==> config.mk <==
export PLATFORM = sky130hd
export DESIGN_NAME = gf256_div_seq
export DESIGN_NICKNAME = d
export VERILOG_FILES = /design/src/rtl/gf256_pkg.sv /design/src/rtl/gf256_mul.sv /design/src/rtl/gf256_div_seq.sv
export SDC_FILE = /design/constraint.sdc
export NUM_CORES = 1
export LEC_CHECK = 0
export BUFFER_PORTS_ARGS = -buffer_cell sky130_fd_sc_hd__buf_2
export CAP_MARGIN = 5
export CORE_MARGIN = 4
export CORE_UTILIZATION = 67
export CTS_BUF_LIST = sky130_fd_sc_hd__clkbuf_8
export DETAILED_ROUTE_END_ITERATION = 8
export GPL_TIMING_DRIVEN = 0
export PLACE_DENSITY = 0.95
export RECOVER_POWER = 25
export SYNTH_ARGS = -nofsm -noshare
export SYNTH_HDL_FRONTEND = slang
export SYNTH_SLANG_ARGS = --single-unit
==> constraint.sdc <==
create_clock -name clk -period 4.1 [get_ports clk]
set_clock_uncertainty 0.05 [all_clocks]
set_input_delay 0.41 -clock clk [delete_from_list [all_inputs] [get_ports clk]]
set_output_delay 0.41 -clock clk [all_outputs]
set_load 0.05 [all_outputs]
==> src/rtl/gf256_pkg.sv <==
// Shared GF(2^8) definitions for the RS decoder arithmetic blocks.
// Field width, reduction polynomial, inverse schedule and divider states.
package gf256_pkg;

  localparam int GF_W = 8;
  localparam logic [8:0] GF_POLY = 9'h11D;
  localparam int INV_SQR_STEPS = 6;

  typedef enum logic [2:0] {
    IDLE,
    SQR,
    MULB,
    FSQR,
    MULA,
    DONE
  } state_t;

endpackage

==> src/rtl/gf256_mul.sv <==
// Combinational GF(2^8) multiplier, x = a * b mod GF_POLY.
// Shift-and-add with per-step reduction by the low polynomial bits.
module gf256_mul
  import gf256_pkg::*;
(
  input  logic [GF_W-1:0] a,
  input  logic [GF_W-1:0] b,
  output logic [GF_W-1:0] x
);

  logic [GF_W-1:0] acc;
  logic [GF_W-1:0] sh;

  always_comb begin
    acc = '0;
    sh  = a;
    for (int i = 0; i < GF_W; i++) begin
      if (b[i]) acc = acc ^ sh;
      sh = {sh[GF_W-2:0], 1'b0}
         ^ (sh[GF_W-1] ? GF_POLY[GF_W-1:0] : '0);
    end
    x = acc;
  end

endmodule

==> src/rtl/gf256_div_seq.sv <==
// Sequential GF(2^8) divider: q = a * b^254 on one shared multiplier.
// Fixed 14-cycle latency from accept to out_valid, valid/ready both sides.
module gf256_div_seq
  import gf256_pkg::*;
#(
  parameter logic [7:0] DIV0_VALUE = 8'h00,
  parameter int SQR_STEPS = INV_SQR_STEPS
) (
  input  logic       clk,
  input  logic       rst,
  input  logic       in_valid,
  output logic       in_ready,
  input  logic [7:0] a,
  input  logic [7:0] b,
  output logic       out_valid,
  input  logic       out_ready,
  output logic [7:0] q,
  output logic       div_by_zero
);

  localparam logic [2:0] CNT_LAST = 3'(SQR_STEPS - 1);

  state_t     state;
  state_t     state_nx;
  logic [2:0] cnt;
  logic [7:0] r;
  logic [7:0] a_q;
  logic [7:0] b_q;
  logic       dz;
  logic [7:0] op_a;
  logic [7:0] op_b;
  logic [7:0] prod;

  gf256_mul u_mul (
    .a (op_a),
    .b (op_b),
    .x (prod)
  );

  always_ff @(posedge clk or posedge rst) begin
    if (rst) state <= IDLE;
    else     state <= state_nx;
  end

  // Operand muxes depend on state only, never on the live inputs.
  always_comb begin
    state_nx  = state;
    in_ready  = 1'b0;
    out_valid = 1'b0;
    op_a      = r;
    op_b      = r;
    unique case (state)
      IDLE: begin
        in_ready = 1'b1;
        if (in_valid) state_nx = SQR;
      end
      SQR:  state_nx = MULB;
      MULB: begin
        op_b     = b_q;
        state_nx = (cnt == CNT_LAST) ? FSQR : SQR;
      end
      FSQR: state_nx = MULA;
      MULA: begin
        op_b     = a_q;
        state_nx = DONE;
      end
      DONE: begin
        out_valid = 1'b1;
        if (out_ready) state_nx = IDLE;
      end
      default: state_nx = IDLE;
    endcase
  end

  always_ff @(posedge clk or posedge rst) begin
    if (rst) begin
      r           <= '0;
      a_q         <= '0;
      b_q         <= '0;
      cnt         <= '0;
      dz          <= 1'b0;
      q           <= '0;
      div_by_zero <= 1'b0;
    end else begin
      unique case (state)
        IDLE: begin
          if (in_valid) begin
            a_q <= a;
            b_q <= b;
            r   <= b;
            cnt <= '0;
            dz  <= (b == 8'h00);
          end
        end
        SQR, FSQR: r <= prod;
        MULB: begin
          r   <= prod;
          cnt <= cnt + 3'd1;
        end
        MULA: begin
          q           <= dz ? DIV0_VALUE : prod;
          div_by_zero <= dz;
        end
        default: ;
      endcase
    end
  end

endmodule

# ---- Yosys cells after proc, flatten, opt, wreduce, memory -nomap -nowiden
# Cells that the tools add are included.
dict set report classes {
  n_addsub 1
  n_eq_ne 8
  muxes 27
  n_bitwise 14
  reduce_logical 9
}
# op n
set ops {}
lappend ops {{$xor 8x8->8} 14}
lappend ops {{$mux 8} 10}
lappend ops {{$mux 5} 7}
lappend ops {{$pmux 8 s2} 2}
lappend ops {{$pmux 3 s6} 1}
lappend ops {{$eq 3x3->1 const B} 3}
lappend ops {{$mux 3} 3}
lappend ops {{$logic_not 8->1} 1}
lappend ops {{$reduce_and 2->1} 4}
lappend ops {{$eq 3x2->1 const B} 2}
lappend ops {{$pmux 3 s2} 1}
lappend ops {{$ne 2x2->1 const B} 2}
lappend ops {{$reduce_bool 2->1} 2}
lappend ops {{$add 3x1->3 const B} 1}
lappend ops {{$eq 3x1->1 const B} 1}
lappend ops {{$logic_not 3->1} 1}
lappend ops {{$reduce_or 3->1} 1}
lappend ops {{$mux 1} 2}
lappend ops {{$mux 2} 1}
dict set report totals {
  register_bits 40
  in_bits 20
  output_inout_bits 11
  word_cells 67
}

# ---- Logic depth before layout (Yosys ltp)
# Gate-level depths: netlist of the first run.
dict set report logic_depth {
  depth_word 18
  depth_mapped 11
  mapped_depth_nobuf 8
}

# ---- By module
# A second synthesis of the first run with hierarchy kept.
dict set report unflattened {
  hier_cells 327
  hier_area_um2 3052.9
}
# mod instances cells_per_inst area_each_um2 seq_area_each_um2
set modules_own_cells {}
lappend modules_own_cells {gf256_div_seq 1 162 1878.1 1001.0}
lappend modules_own_cells {gf256_mul 1 165 1174.9 0.0}

# ---- Least setup slack after synthesis of the first run
# Ideal clock, no wire load.
dict set report synth_path {
  path_type {flip-flop to flip-flop}
  start {register state[0]}
  end {register a_q[0]}
  setup_ps 125
  arrival_ps 3028
  t_required_ps 3925
  slack_ps 898
  stages_incl_launch_ff 8
  path_buffers 4
  synth_period_minus_slack_ps 3202
  path_cell_list {dfrtp_1 -> buf_2 -> buf_1 -> nor3_1 -> and2_1 -> buf_2 -> buf_1 -> mux2_2}
}
dict set report synth_between {
  elab_chain_cells 2
}
# item line
set synth_lines {}
lappend synth_lines {{start, declared} gf256_div_seq.sv:23} ;# state_t state;
lappend synth_lines {{start signal, assigned} gf256_div_seq.sv:42} ;# else state <= state_nx;
lappend synth_lines {{$logic_not 3->1} gf256_div_seq.sv:85} ;# unique case (state)
lappend synth_lines {{$reduce_and 2->1 (no source line)} n/a}
lappend synth_lines {{end signal, assigned} gf256_div_seq.sv:78} ;# a_q <= '0;
lappend synth_lines {{end signal, assigned} gf256_div_seq.sv:88} ;# a_q <= a;
lappend synth_lines {{end, declared} gf256_div_seq.sv:27} ;# logic [7:0] a_q;
# Every way passes these cells.
# A chain may end at the register's enable or synchronous reset.

# ---- Final worst setup path of the first run
dict set report layout_path {
  start {register state[2]}
  end {register q[2]}
}
dict set report layout_between {
  elab_chain_cells 18
  elab_cells_between_ends 19
  cone_classes {2 x eq/ne; 10 x mux; 7 x bitwise}
}
# item line
set layout_lines {}
lappend layout_lines {{$eq 3x3->1 / $eq 3x2->1 (equally long branches)} {gf256_div_seq.sv:52, gf256_div_seq.sv:85}}
lappend layout_lines {{$pmux 8 s2} gf256_div_seq.sv:52} ;# unique case (state)
lappend layout_lines {{$mux 8} gf256_mul.sv:18} ;# if (b[i]) acc = acc ^ sh;
lappend layout_lines {{$xor 8x8->8} gf256_mul.sv:18}
lappend layout_lines {{$mux 8} gf256_mul.sv:18}
lappend layout_lines {{$xor 8x8->8} gf256_mul.sv:18}
lappend layout_lines {{$mux 8} gf256_mul.sv:18}
lappend layout_lines {{$xor 8x8->8} gf256_mul.sv:18}
lappend layout_lines {{(+2 left out)} n/a}
lappend layout_lines {{$mux 8} gf256_mul.sv:18}
lappend layout_lines {{$xor 8x8->8} gf256_mul.sv:18}
lappend layout_lines {{$mux 8} gf256_mul.sv:18}
lappend layout_lines {{$xor 8x8->8} gf256_mul.sv:18}
lappend layout_lines {{$mux 8} gf256_mul.sv:18}
lappend layout_lines {{$xor 8x8->8} gf256_mul.sv:18}
lappend layout_lines {{$mux 8} gf256_mul.sv:18}
lappend layout_lines {{$mux 8} gf256_div_seq.sv:101} ;# q <= dz ? DIV0_VALUE : prod;
lappend layout_lines {{end signal, assigned} gf256_div_seq.sv:101}
lappend layout_lines {{end, declared} gf256_div_seq.sv:17} ;# output logic [7:0] q,
# Parallel ways exist; a longest one is shown, timed or not.

==> results.py, run 1 <==
metrics = {
    "outcome": {
        "status": "complete, but fails checks",
        "violations": "capacitance limit",
    },
    "clock_tree": {
        "post-cts-setup-buffers": 0,
        "cts_buffers": 5,
        "ctsLongestPathBuffers": 2,
        "ctsRootBufferMaster": "clkbuf_8",
        "insertion_delay_ns": 0.30,
        "cts_sinks": 40,
        "htree_levels": 2,
        "clk_pin_slew_ns": 0.08,
        "cts_resized": 0,
        "cts_tree": "done",
        "cts_hold_buf": 0,
    },
    "critical_path": {
        "crit_end": "q[2]",
        "crit_slowest_cell": "o21ai_0",
        "start_kind": "flop",
        "r2r_slack_ns": 1.19,
        "required_ns": 4.29,
        "path_buf_inv": 1,
        "crit_path_end_kind": "flop",
        "critPathTopFamily": "compound AO/OA/AOI/OAI gates",
        "crit_type": "flop to flop",
        "crit_arrival_ns": 3.10,
        "critPathMaxStageDelay_ns": 0.51,
        "crit_fanout": 10,
        "startpoint": "state[2]",
        "r2r_start": "state[2]",
        "r2r-end": "q[2]",
        "path_cells": "buf_6 -> nor3b_1 -> o21ai_0 -> o21ai_1 -> o31ai_1 -> a221oi_2 -> xor2_1 -> xnor2_1 -> a22o_1",
        "path_depth": 9,
        "reg2reg_depth": 9,
    },
    "routing": {
        "post_drt_wl_per_cell_um": 21.2,
        "post-route-drc-count": 0,
        "vias_per_cell": 6.80,
        "vias": 3181,
        "postRouteAntennaNets": 0,
        "drt_pass1_iterations": 6,
        "detail_route.wirelength_um": 9900,
        "drtIter0Drc": 513,
    },
    "global_routing": {
        "overflow": 0,
        "grt_pass1_wl_um": 16100,
        "antenna_found_initial": 0,
        "grt_max_degree": 41,
        "grt_use_total_pct": 33.8,
        "grt_pass1_vias": 3245,
    },
    "floorplanning": {
        "start_util_pct": 69.2,
        "io_pins": 31,
        "dieArea_mm2": 0.00606,
        "core_mm2": 0.00472,
        "die_h_um": 77.8,
        "num_rows": 25,
        "die_x_um": 77.8,
    },
    "job": {
        "maxCapViolCount": 1,
    },
    "cells_and_area": {
        "stdcell_count": 468,
        "syn_to_final_growth_pct": 10.6,
        "drive_gt1_share_pct": 21.2,
        "num_antenna_cells": 0,
        "final_nets": 422,
    },
    "logic_synthesis": {
        "netlist_area_mm2": 0.00327,
        "post_synth_inst_count": 363,
        "yosys_warnings": 0,
        "ys_ff_latch": 40,
        "synth.distinct_cells": 58,
        "synth_nets": 385,
        "seq_area_frac_synth_pct": 30.6,
        "avgSynthCellArea_um2": 9.00,
        "ys.flop_type": "dfrtp_1",
        "synth_edf_count": 0,
        "async_flop_share_pct": 100,
    },
    "placement": {
        "hpwl_um": 6460,
        "dp_cells": 460,
        "gp_congestion": 0.923,
        "port_buffers": 30,
        "post-place-ws_ns": 1.28,
    },
    "timing": {
        "slew_headroom_pct": 1.37,
        "final_hold_viol_count": 0,
        "setup_tns_ns": 0,
        "setup_viol": 0,
        "finalCriticalPeriod_ns": 2.91,
        "maxSlewViolCount": 0,
        "tightest_slew_ns": 1.48,
        "period_share_pct": 71.0,
        "layout_setup_ws_ns": 1.19,
        "rsz0062_at_grt": "false",
        "fmax_mhz": 344,
    },
    "min_path": {
        "hp-class": "primary input to flop",
    },
}
==> cell usage after synthesis, types with 4 or more instances <==
| library cell | n | area, um2 |
|---|---|---|
| a21o_1 | 4 | 30.0 |
| a21oi_1 | 9 | 45.0 |
| a22o_1 | 8 | 70.1 |
| a22oi_1 | 6 | 45.0 |
| buf_2 | 12 | 60.1 |
| clkbuf_1 | 8 | 30.0 |
| dfrtp_1 | 40 | 1000 |
| inv_1 | 8 | 30.0 |
| mux2_2 | 16 | 180 |
| nand2_1 | 30 | 113 |
| nand3_1 | 6 | 30.0 |
| nand4_1 | 4 | 25.0 |
| nor2_1 | 36 | 135 |
| nor3_1 | 7 | 35.0 |
| nor3b_1 | 4 | 30.0 |
| o21ai_0 | 23 | 115 |
| o22a_1 | 8 | 70.1 |
| o22ai_1 | 4 | 25.0 |
| xnor2_1 | 46 | 403 |
| xor2_1 | 20 | 175 |
==> layout make-up <==
type	count	area [um2]
Clock inverter	3	42.5
Timing Repair Buffer	30	150
Buffer	28	146
Inverter	8	30.0
Fill cell	294	1110
Multi-Input combinational cell	287	2090
Sequential cell	40	1000
Tap cell	67	83.8
Clock buffer	5	68.8
==> state kept, by name, indices dropped and copies added (netlist names) <==
register and count:
dz 1, op_a 8, q 8, b_q 8, cnt 3, a_q 8
state 3, div_by_zero 1
==> how the worst min path moves through the flow <==
stage	endpoint	startpoint	slack, ns	cells past startpoint
6_report	a_q[6]	a[6]	0.30	2
3_5_place_dp	div_by_zero	div_by_zero	0.41	2
3_3_place_gp	div_by_zero	div_by_zero	0.41	2
4_1_cts	q[3]	rst	0.23	2
5_1_grt	a_q[0]	a[0]	0.31	2
2_1_floorplan	b_q[7]	b_q[7]	0.42	1
==> cell usage in the layout (no fill, tap or decap), types with 4 or more instances in the layout <==
| cell type | instances |
|---|---|
| mux2_2 | 16 |
| a22o_1 | 8 |
| a21oi_1 | 9 |
| nand4_1 | 4 |
| o21ai_0 | 23 |
| nor3b_1 | 4 |
| dfrtp_1 | 40 |
| inv_1 | 8 |
| xor2_1 | 20 |
| clkbuf_8 | 5 |
| a21o_1 | 4 |
| buf_2 | 42 |
| a22oi_1 | 6 |
| o22a_1 | 8 |
| o22ai_1 | 4 |
| nor2_1 | 36 |
| nor3_1 | 7 |
| nand3_1 | 6 |
| clkbuf_1 | 8 |
| xnor2_1 | 46 |
| nand2_1 | 30 |
==> per-stage QoR <==
step / utilization [%] / cell area, um2 / hold slack (ns)
after floorplan: - / 3270 / 0.423
after global placement: 74.1 / 3500 / 0.413
after detailed placement: 74.1 / 3500 / 0.415
after CTS: 76.5 / 3610 / 0.230
after global routing: 76.5 / 3610 / 0.306
final: 76.5 / 3610 / 0.303
==> layer usage <==
layer / vias to the layer above / GRT usage [%] / routed length (um)
li1: 1349 / - / -
met1: 1520 / 42.0 / 3680
met2: 256 / 55.4 / 4760
met3: 56 / 6.03 / 1030
met4: 0 / 18.9 / 440
met5: - / 0 / 0
==> worst register-to-register path, delay by kind of cell, from the launching register on <==
family | cells | cell delay [ns]
DFF | 1 | 0.40
AOI/OAI and AO/OA | 5 | 1.56
and+or+nand+nor | 1 | 0.14
xor gates and xnor gates | 2 | 0.55
buffers and inverters | 1 | 0.15
==> cell families after synthesis <==
family                   share of synthesized area (%)
buffers and inverters                             5.40
XOR/XNOR                                          21.0
flip-flops                                        30.6
AND/OR/NAND/NOR                                   16.7
AO/OA/AOI/OAI                                     19.7
adder cells (fa/ha/maj)                          0.766
multiplexers                                      5.82
Power of run 1 is not shown: default switching activity piles up to over one toggle a cycle in this logic, so the estimate is an artifact.
==> run 2: changes to the inputs <==
ABC_AREA = 1   (was unset)
CORE_UTILIZATION = 62   (was 67)
PLACE_DENSITY = 0.91   (was 0.95)
clock period = 3 ns   (was 4.1 ns; I/O delays follow)
==> run 2 against run 1 <==
  * The flow finishes with violations (capacitance limit, slew limit)
  * Via count up 23%
  * Area after synthesis up 7.4%
  * Final area up 7.1%
  * Die area up 14%
  * Hold slack worse by 0.16 ns
  * Global-route usage down 3.6 points
  * Cell count up 47%
  * Register-to-register slack worse by 0.66 ns
  * Routed wire length up 2.3%
  * Sequential share of layout area down 1.8 points
  * Critical path depth up 6
  * Non-clock buffer count down 17
==> results.py, run 2 <==
metrics = {
    "critical_path": {
        "crit_fanout": 9,
        "crit_type": "flop to flop",
        "required_ns": 3.14,
        "crit_arrival_ns": 2.61,
        "start_kind": "flop",
        "crit_path_end_kind": "flop",
    },
    "clock_tree": {
        "post-cts-setup-buffers": 0,
        "clk_pin_slew_ns": 0.08,
        "cts_sinks": 40,
        "cts_tree": "done",
        "cts_hold_buf": 0,
        "ctsLongestPathBuffers": 2,
        "ctsRootBufferMaster": "clkbuf_8",
        "cts_resized": 0,
        "cts_buffers": 5,
        "insertion_delay_ns": 0.31,
        "htree_levels": 2,
    },
    "cells_and_area": {
        "syn_to_final_growth_pct": 10.3,
        "layout_commonest_cell": "nand2_1",
        "drive_gt1_share_pct": 12.6,
        "num_antenna_cells": 0,
        "layout_common_cells": "nand2_1 (243), inv_1 (71), nand3_1 (60), nor2_1 (54), dfrtp_1 (40)",
        "fin_area_mm2": 0.00387,
        "final_nets": 639,
    },
    "logic_synthesis": {
        "netlist_area_mm2": 0.00351,
        "ys_ff_latch": 40,
        "synth_edf_count": 0,
        "avgSynthCellArea_um2": 6.05,
        "synth_nets": 602,
        "synth_commonest_cells": "nand2_1 (243), inv_1 (71), nand3_1 (60)",
        "synth.most_common_cell": "nand2_1",
        "yosysTopAreaCellShare_pct": 28.5,
        "synth.distinct_cells": 35,
        "synth.largest_area_cell": "dfrtp_1",
        "yosys_warnings": 0,
        "ys.flop_type": "dfrtp_1",
        "post_synth_inst_count": 580,
        "seq_area_frac_synth_pct": 28.5,
        "synthTopCellsByArea": "dfrtp_1 (29%), nand2_1 (26%), nand3_1 (8.6%), inv_1 (7.6%), nor2_1 (5.8%)",
        "async_flop_share_pct": 100,
    },
    "floorplanning": {
        "num_rows": 27,
        "die_x_um": 83.2,
        "start_util_pct": 63.7,
        "io_pins": 31,
        "die_h_um": 83.2,
        "dieArea_mm2": 0.00692,
        "core_mm2": 0.00551,
    },
    "outcome": {
        "status": "complete, but fails checks",
        "violations": "capacitance limit, slew limit",
    },
    "timing": {
        "slew_headroom_pct": -5.46,
        "setup_viol": 0,
        "setup_tns_ns": 0,
        "final_hold_viol_count": 0,
        "maxSlewViolCount": 41,
        "fmax_mhz": 405,
        "holdWs_ns": 0.139,
        "rsz0062_at_grt": "false",
        "period_share_pct": 82.2,
        "finalCriticalPeriod_ns": 2.47,
        "tightest_slew_ns": 1.58,
    },
    "global_routing": {
        "grt_max_degree": 41,
        "grt_use_total_pct": 30.3,
        "grt_pass1_vias": 3821,
        "overflow": 0,
        "antenna_found_initial": 0,
        "grt_pass1_wl_um": 17200,
    },
    "placement": {
        "port_buffers": 30,
        "hpwl_um": 7660,
        "placed_cell_area_mm2": 0.00375,
        "gp_congestion": 1.01,
    },
    "routing": {
        "postRouteAntennaNets": 0,
        "post-route-drc-count": 0,
        "post_drt_wl_per_cell_um": 14.7,
        "vias_per_cell": 5.67,
        "detail_route.wirelength_um": 10100,
        "drtIter0Drc": 477,
        "vias": 3915,
        "drt_pass1_iterations": 5,
    },
    "min_path": {
        "hp-class": "primary input to flop",
    },
    "job": {
        "maxCapViolCount": 1,
    },
}
## run 2: changes by cell type after synthesis, moves of 9 or more
cell,change
buf_2,-9
xor2_1,-11
nand3_1,+54
mux2_2,-16
nor2_2,+9
xnor2_1,-32
a21oi_1,-9
nand2_1,+213
nor2_1,+18
inv_1,+63
## run 2: worst paths after layout
check | start | end | slack [ns] | cells after the start
setup / recovery | state[1] | q[6] | 0.53 | 15
hold / removal | a[2] | a_q[2] | 0.14 | 3
min in group asynchronous | rst | op_a[6] | 0.41 | 2
hold reg to reg | q[6] | q[6] | 0.43 | 2
max in group asynchronous | rst | b_q[3] | 1.56 | 2
setup reg to reg | state[1] | q[6] | 0.53 | 15
## run 2: final cells by class
cell class	count	area, um2
plain buffers	11	63.8
clock buffers	6	82.6
clock inverters	2	38.8
fillers	479	1640
inverters	76	285
multi-input cells	453	2160
flip-flops and latches	40	1000
well taps	72	90.1
repair buffers	30	150
## run 2: stage by stage
| step | setup WS [ns] | utilization [%] | cells |
|---|---|---|---|
| detailed placement | 0.647 | 68.1 | 682 |
| global placement | 0.677 | 68.1 | 682 |
| floorplan | 0.489 | - | 580 |
| global route | 0.358 | 70.3 | 690 |
| finish | 0.534 | 70.3 | 690 |
| CTS | 0.629 | 70.3 | 690 |
## run 2: cells by family after synthesis
logic type / after synthesis / synth area share (%)
adders and majority gates: 2 / 0.713
and+or+nand+nor: 391 / 48.3
buffers and inverters: 87 / 9.95
AOI/OAI and AO/OA: 34 / 5.39
DFF: 40 / 28.5
xor gates and xnor gates: 26 / 7.14
## run 2: worst max-delay path, stage by stage (launching register included)
cell	delay, ns
dfrtp_1	0.38
buf_6	0.14
nor2_4	0.23
nand2_4	0.13
nand2_8	0.14
inv_2	0.07
a21oi_2	0.39
nor2_1	0.12
xnor2_1	0.24
inv_1	0.07
nand2_1	0.06
nand2_1	0.07
inv_1	0.06
nand2_1	0.07
nand3_1	0.07
nand2_1	0.06
## run 2: layer usage
layer	part of all wire (%)	global-route usage (%)
met1	40	37.9
met5	0	0
met2	46	50.2
met4	3.4	12.2
met3	10	7.04
Power of run 2 is left out for the same reason.
